--- src/rtl/m68k_bus_responder.sv ---
// Purpose : 68000 bus responder; sequences DTACK for ROM (SDRAM req/ack), RAM/IO (fixed waits) and unmapped (timeout) cycles.
// Latency : RAM/IO DTACK W+2 edges after the edge that detects AS; ROM DTACK at the edge sampling rom_ack; unmapped after TIMEOUT edges.
// Backpressure: the CPU stalls on DTACK; the SDRAM side stalls via rom_ack, and an open rom_req is always held until rom_ack.
//
// Ports:
//   clk, reset            : clock, synchronous active-high reset
//   m68k_as_n/rw/a        : CPU address strobe, direction, word address A[23:1]
//   rom_cs/ram_cs/io_cs   : decoded selects, priority rom > ram > io
//   rom_req/rom_addr      : SDRAM read request (level) and latched word address
//   rom_ack/rom_data      : SDRAM one-cycle completion pulse and read word
//   rom_dout              : latched ROM word for the CPU data mux
//   m68k_dtack_n          : data acknowledge to the CPU, active low
//   timeout_err           : one-cycle pulse when an unmapped cycle is force-terminated

module m68k_bus_responder #(
    parameter int RAM_WAIT = 1,
    parameter int IO_WAIT  = 0,
    parameter int TIMEOUT  = 255
) (
    input  logic        clk,
    input  logic        reset,
    input  logic        m68k_as_n,
    input  logic        m68k_rw,
    input  logic [22:0] m68k_a,
    input  logic        rom_cs,
    input  logic        ram_cs,
    input  logic        io_cs,
    output logic        rom_req,
    output logic [22:0] rom_addr,
    input  logic        rom_ack,
    input  logic [15:0] rom_data,
    output logic [15:0] rom_dout,
    output logic        m68k_dtack_n,
    output logic        timeout_err
);

    typedef enum logic [2:0] {
        S_IDLE,
        S_ROM_REQ,
        S_WAIT,
        S_ACK,
        S_DRAIN
    } state_t;

    localparam logic [7:0] L_RAM_WAIT = 8'(RAM_WAIT);
    localparam logic [7:0] L_IO_WAIT  = 8'(IO_WAIT);
    // Compare against TIMEOUT-1 so DTACK lands on the TIMEOUT-th edge with AS low.
    localparam logic [7:0] L_TO_LAST  = 8'(TIMEOUT - 1);

    state_t      r_state;
    logic [7:0]  r_cnt;
    logic        r_rom_req;
    logic [22:0] r_rom_addr;
    logic [15:0] r_rom_dout;
    logic        r_dtack_n;
    logic        r_timeout_err;

    logic        w_as;
    logic        w_rom_read;

    assign w_as       = ~m68k_as_n;
    assign w_rom_read = rom_cs & m68k_rw;

    always_ff @(posedge clk) begin
        if (reset) begin
            r_state       <= S_IDLE;
            r_cnt         <= 8'd0;
            r_rom_req     <= 1'b0;
            r_rom_addr    <= 23'd0;
            r_rom_dout    <= 16'd0;
            r_dtack_n     <= 1'b1;
            r_timeout_err <= 1'b0;
        end else begin
            r_timeout_err <= 1'b0;
            case (r_state)
                S_IDLE: begin
                    if (!w_as) begin
                        r_cnt <= 8'd0;
                    end else if (w_rom_read) begin
                        r_rom_req  <= 1'b1;
                        r_rom_addr <= m68k_a;
                        r_cnt      <= 8'd0;
                        r_state    <= S_ROM_REQ;
                    end else if (rom_cs) begin
                        // ROM write: no SDRAM traffic, acknowledged like an IO access.
                        r_cnt   <= L_IO_WAIT;
                        r_state <= S_WAIT;
                    end else if (ram_cs) begin
                        r_cnt   <= L_RAM_WAIT;
                        r_state <= S_WAIT;
                    end else if (io_cs) begin
                        r_cnt   <= L_IO_WAIT;
                        r_state <= S_WAIT;
                    end else if (r_cnt == L_TO_LAST) begin
                        r_cnt         <= 8'd0;
                        r_dtack_n     <= 1'b0;
                        r_timeout_err <= 1'b1;
                        r_state       <= S_ACK;
                    end else begin
                        r_cnt <= r_cnt + 8'd1;
                    end
                end

                S_ROM_REQ: begin
                    if (rom_ack) begin
                        r_rom_dout <= rom_data;
                        r_rom_req  <= 1'b0;
                        if (w_as) begin
                            r_dtack_n <= 1'b0;
                            r_state   <= S_ACK;
                        end else begin
                            r_state <= S_IDLE;
                        end
                    end else if (!w_as) begin
                        // CPU gave up; keep the request open so the SDRAM read is not orphaned.
                        r_state <= S_DRAIN;
                    end
                end

                S_DRAIN: begin
                    if (rom_ack) begin
                        r_rom_req <= 1'b0;
                        r_state   <= S_IDLE;
                    end
                end

                S_WAIT: begin
                    if (!w_as) begin
                        r_cnt   <= 8'd0;
                        r_state <= S_IDLE;
                    end else if (r_cnt == 8'd0) begin
                        r_dtack_n <= 1'b0;
                        r_state   <= S_ACK;
                    end else begin
                        r_cnt <= r_cnt - 8'd1;
                    end
                end

                S_ACK: begin
                    // Releasing into IDLE guarantees one idle edge before the next access is seen.
                    if (!w_as) begin
                        r_dtack_n <= 1'b1;
                        r_state   <= S_IDLE;
                    end
                end

                default: begin
                    r_dtack_n <= 1'b1;
                    r_rom_req <= 1'b0;
                    r_state   <= S_IDLE;
                end
            endcase
        end
    end

    assign rom_req      = r_rom_req;
    assign rom_addr     = r_rom_addr;
    assign rom_dout     = r_rom_dout;
    assign m68k_dtack_n = r_dtack_n;
    assign timeout_err  = r_timeout_err;

endmodule

--- config.mk ---
export PLATFORM = sky130hd
export DESIGN_NAME = m68k_bus_responder
export DESIGN_NICKNAME = d
export VERILOG_FILES = /design/src/rtl/m68k_bus_responder.sv
export SDC_FILE = /design/constraint.sdc
export NUM_CORES = 1
export LEC_CHECK = 0
export ABC_AREA = 1
export BUFFER_PORTS_ARGS = -buffer_cell sky130_fd_sc_hd__buf_2
export CELL_PAD_IN_SITES_DETAIL_PLACEMENT = 1
export CELL_PAD_IN_SITES_GLOBAL_PLACEMENT = 2
export CORE_MARGIN = 2
export CORE_UTILIZATION = 27
export CTS_BUF_LIST = sky130_fd_sc_hd__clkbuf_4
export DETAILED_ROUTE_END_ITERATION = 8
export GPL_TIMING_DRIVEN = 0
export PLACE_DENSITY = 0.8
export SLEW_MARGIN = 20
export SYNTH_ARGS = -nofsm -noshare
export SYNTH_HDL_FRONTEND = slang
export SYNTH_SLANG_ARGS = --single-unit
--- constraint.sdc ---
create_clock -name clk -period 1.6 [get_ports clk]
set_input_delay 0.08 -clock clk [delete_from_list [all_inputs] [get_ports clk]]
set_output_delay 0.08 -clock clk [all_outputs]
set_load 0.1 [all_outputs]
==> results.yml <==
status:
  status: "completed"
route:
  drtIter0Drc: 56
  avgRoutedWirePerCell_um: 13.84
  antenna_left: 0
  post-route-drc-count: 0
  wirelength_mm: 9.215
  drt-pass1-iter-count: 4
  viasPerCell: 4.544
  vias: 3026
floorplan:
  die_w_um: 102.7
  core_area_um2: 9594
  dieHeight_um: 102.7
  fp.dieArea_um2: 10550
  io_pins: 89
  rows: 36
  floorplan.initialDensity_pct: 27.43
logic_synthesis:
  ys_seq_elements: 53
  synth_edf_count: 0
  synth_area_um2: 2631
  synthCells: 393
  synth-seq-area-share_pct: 40.32
  synth_cell_types: 28
  yosys_warnings: 0
  synth_flop_cell: "dfxtp_1"
  netlist.area_leader.share_pct: 40.32
  syn_area_per_cell_um2: 6.695
  async_flop_share_pct: 0
  synth_area_leaders: "dfxtp_1, nor2_1, o21ai_0"
  yosys.area.top_type: "dfxtp_1"
  synthesis.nets: 444
worst_setup_path:
  crit_chain: "inv_1 > ha_1 > nand2_1 > o21ai_2 > nand2_4 > buf_4 > o21ai_0 > a21oi_1"
  end_kind: "flop"
  crit_required_ps: 1890
  slowest_stage: "dfxtp_4"
  setup.worst_path.end: "r_cnt[1]$_SDFFE_PP0P_"
  r2r_slack_ps: 90
  reg2reg_from: "r_cnt[1]$_SDFFE_PP0P_"
  r2r_end: "r_cnt[1]$_SDFFE_PP0P_"
  critPathMaxFanout: 6
  cp.arrival_ps: 1800
  criticalPathCategory: "flop to flop"
  max_stage_delay_ps: 400
  worstRegToRegCells: 8
  cp-start-kind: "flop"
  cp-startpoint: "r_cnt[1]$_SDFFE_PP0P_"
cells_and_area:
  layout_commonest_cell: "nor2_1"
  syn_to_final_growth_pct: 44.46
  seqCellArea_um2: 1077
  utilization_pct: 39.62
  fin_cells: 666
  nets: 582
  final_cell_mix: "nor2_1, buf_2, nand2_1"
  n_fill_cell: 1279
  multi_input_area_um2: 1414
  drive_above_1_share_pct: 27.44
  fin_area_um2: 3801
power_and_ir_drop:
  ir_worst_vdd_v: 0.0005421
  p_leak_nw: 1.843
  p_int_w: 0.002709
  p_comb_share_pct: 58.9
  power_density_nw_per_um2: 1584
  netSwitchingPower_w: 0.003312
  p_clk_share_pct: 10.9
  p_sw_share_pct: 55.01
  finalPower_w: 0.006021
  seq_power_share_pct: 30.2
global_routing:
  grt_first_pass_wirelength_mm: 14.49
  met2_usage_pct: 31.93
  antenna_found_initial: 1
  grt_pass1_vias: 3027
  use_met1_pct: 20.76
  grt_overflow: 0
  grt_usage_pct: 17.71
  grt_use_met3_pct: 2.847
  grt_max_degree: 17
  grt.busiest_layer: "met2"
clocking:
  clock_latency_ps: 380
  cts_tree: "built"
  cts_buffers: 5
  cts_root_buf: "clkbuf_4"
  clk_pin_slew_ps: 170
  clk_path_buf_depth: 2
  htreeDepth: 2
  cts_sinks: 53
sta:
  finalSetupViolCount: 0
  min_period_over_period_pct: 94.59
  rsz0062_at_grt: "false"
  fin_skew_ps: 4.738
  maxSlewViolCount: 0
  max_freq_ghz: 0.6607
  max_slew_margin_pct: 65.37
  tns_ps: 0
  period_minus_slack_ps: 1513
  final-hold-violation-count: 0
  tightest_slew_ps: 519.5
placement:
  hpwl_mm: 6.532
  dp.cells: 614
  io_buffers: 88
  placed_cell_area_um2: 3238
  gp_congestion: 0.7550
min_path:
  worst_hold_path_type: "input pin to flop"
run:
  drv_cap: 0
==> cell families (layout without fill, tap and decap cells) <==
logic type               after synthesis  in the layout  synth area share, %
AND/OR/NAND/NOR                      218            218                35.14
adder cells (fa/ha/maj)                4              4                1.902
XOR/XNOR                               4              4                1.331
AO/OA/AOI/OAI                         67             67                13.03
other                                  0              1                    0
buffers and inverters                 47            186                8.274
flip-flops                            53             53                40.32
==> repair_timing <==
action / 4_1_cts / 5_1_grt
endpoints found under the setup margin: 11 / 41
gates resized for setup: 7 / 28
hold endpoints to repair: 39 / 0
hold buffers: 39 / 0
buffers inserted: 0 / 4
pin swaps: 0 / 5
==> sequential cells by signal, indices dropped and copies added (netlist names) <==
register and cells:
rom_addr 23, rom_dout 16, r_cnt 8, r_state 3, m68k_dtack_n 1, rom_req 1
timeout_err 1
==> per-stage QoR <==
step                setup slack (ps)  hold slack (ps)
finish                         86.53            39.03
global route                  0.7940            60.73
CTS                            9.801            21.61
floorplan                      205.2            214.9
detailed placement            -219.4            314.0
global placement              -214.5            305.0
==> critical path: cells and delay by family, from the launching register on <==
kind            cells  cell delay, ps
flops               1             400
buf+inv             2             270
fa+ha+maj           1             150
compound gates      3             400
simple gates        2             200
==> metal layers <==
metal  up-vias  wire, um
met4         0       295
met5         -         0
met2        60      4638
li1       1533         -
met3        22       250
met1      1411      4031
==> power by group through the flow <==
stage | clock network [W] | logic (W) | registers [W]
final | 0.000658 | 0.00354 | 0.00182
after global routing | 0.000738 | 0.00386 | 0.00186
after CTS | 0.000703 | 0.00340 | 0.00180
after detailed placement | 0 | 0.00330 | 0.00183
after global placement | 0 | 0.00326 | 0.00182
after floorplan | 0 | 0.00139 | 0.00307
==> area by class of cell <==
| type | count | area share [%] |
|---|---|---|
| Timing Repair Buffer | 131 | 22.65 |
| Clock inverter | 2 | 0.3950 |
| Inverter | 33 | 3.325 |
| Multi-Input combinational cell | 293 | 37.20 |
| Buffer | 14 | 2.469 |
| Sequential cell | 53 | 28.34 |
| Tap cell | 133 | 4.378 |
| Clock buffer | 6 | 1.185 |
| Antenna cell | 1 | 0.06583 |
==> worst min path at each step <==
stage / start / endpoint / slack [ps] / depth (start not counted)
floorplan: rom_data[0] / rom_dout[0]$_SDFFE_PP0P_ / 210 / 2
global placement: rom_data[8] / rom_dout[8]$_SDFFE_PP0P_ / 300 / 3
detailed placement: rom_data[14] / rom_dout[14]$_SDFFE_PP0P_ / 310 / 3
CTS: m68k_as_n / timeout_err$_SDFF_PP0_ / 20 / 4
global route: io_cs / timeout_err$_SDFF_PP0_ / 60 / 4
finish: m68k_as_n / timeout_err$_SDFF_PP0_ / 40 / 4
==> Yosys cell counts, types with 2 or more instances <==
master / instances
nor2_4: 2
xor2_1: 4
nand2_1: 53
dfxtp_1: 53
ha_1: 4
nor2_2: 2
clkbuf_1: 4
o21ai_2: 2
nand3_1: 31
inv_1: 28
buf_6: 4
a21oi_1: 10
nor2_1: 117
o21ai_0: 46
nand3_2: 2
inv_2: 4
nor3_1: 3
nand4_1: 2
buf_2: 2
clkbuf_2: 2
o21ai_1: 9
nand2_2: 3
Power figures use the tool's default switching activity.
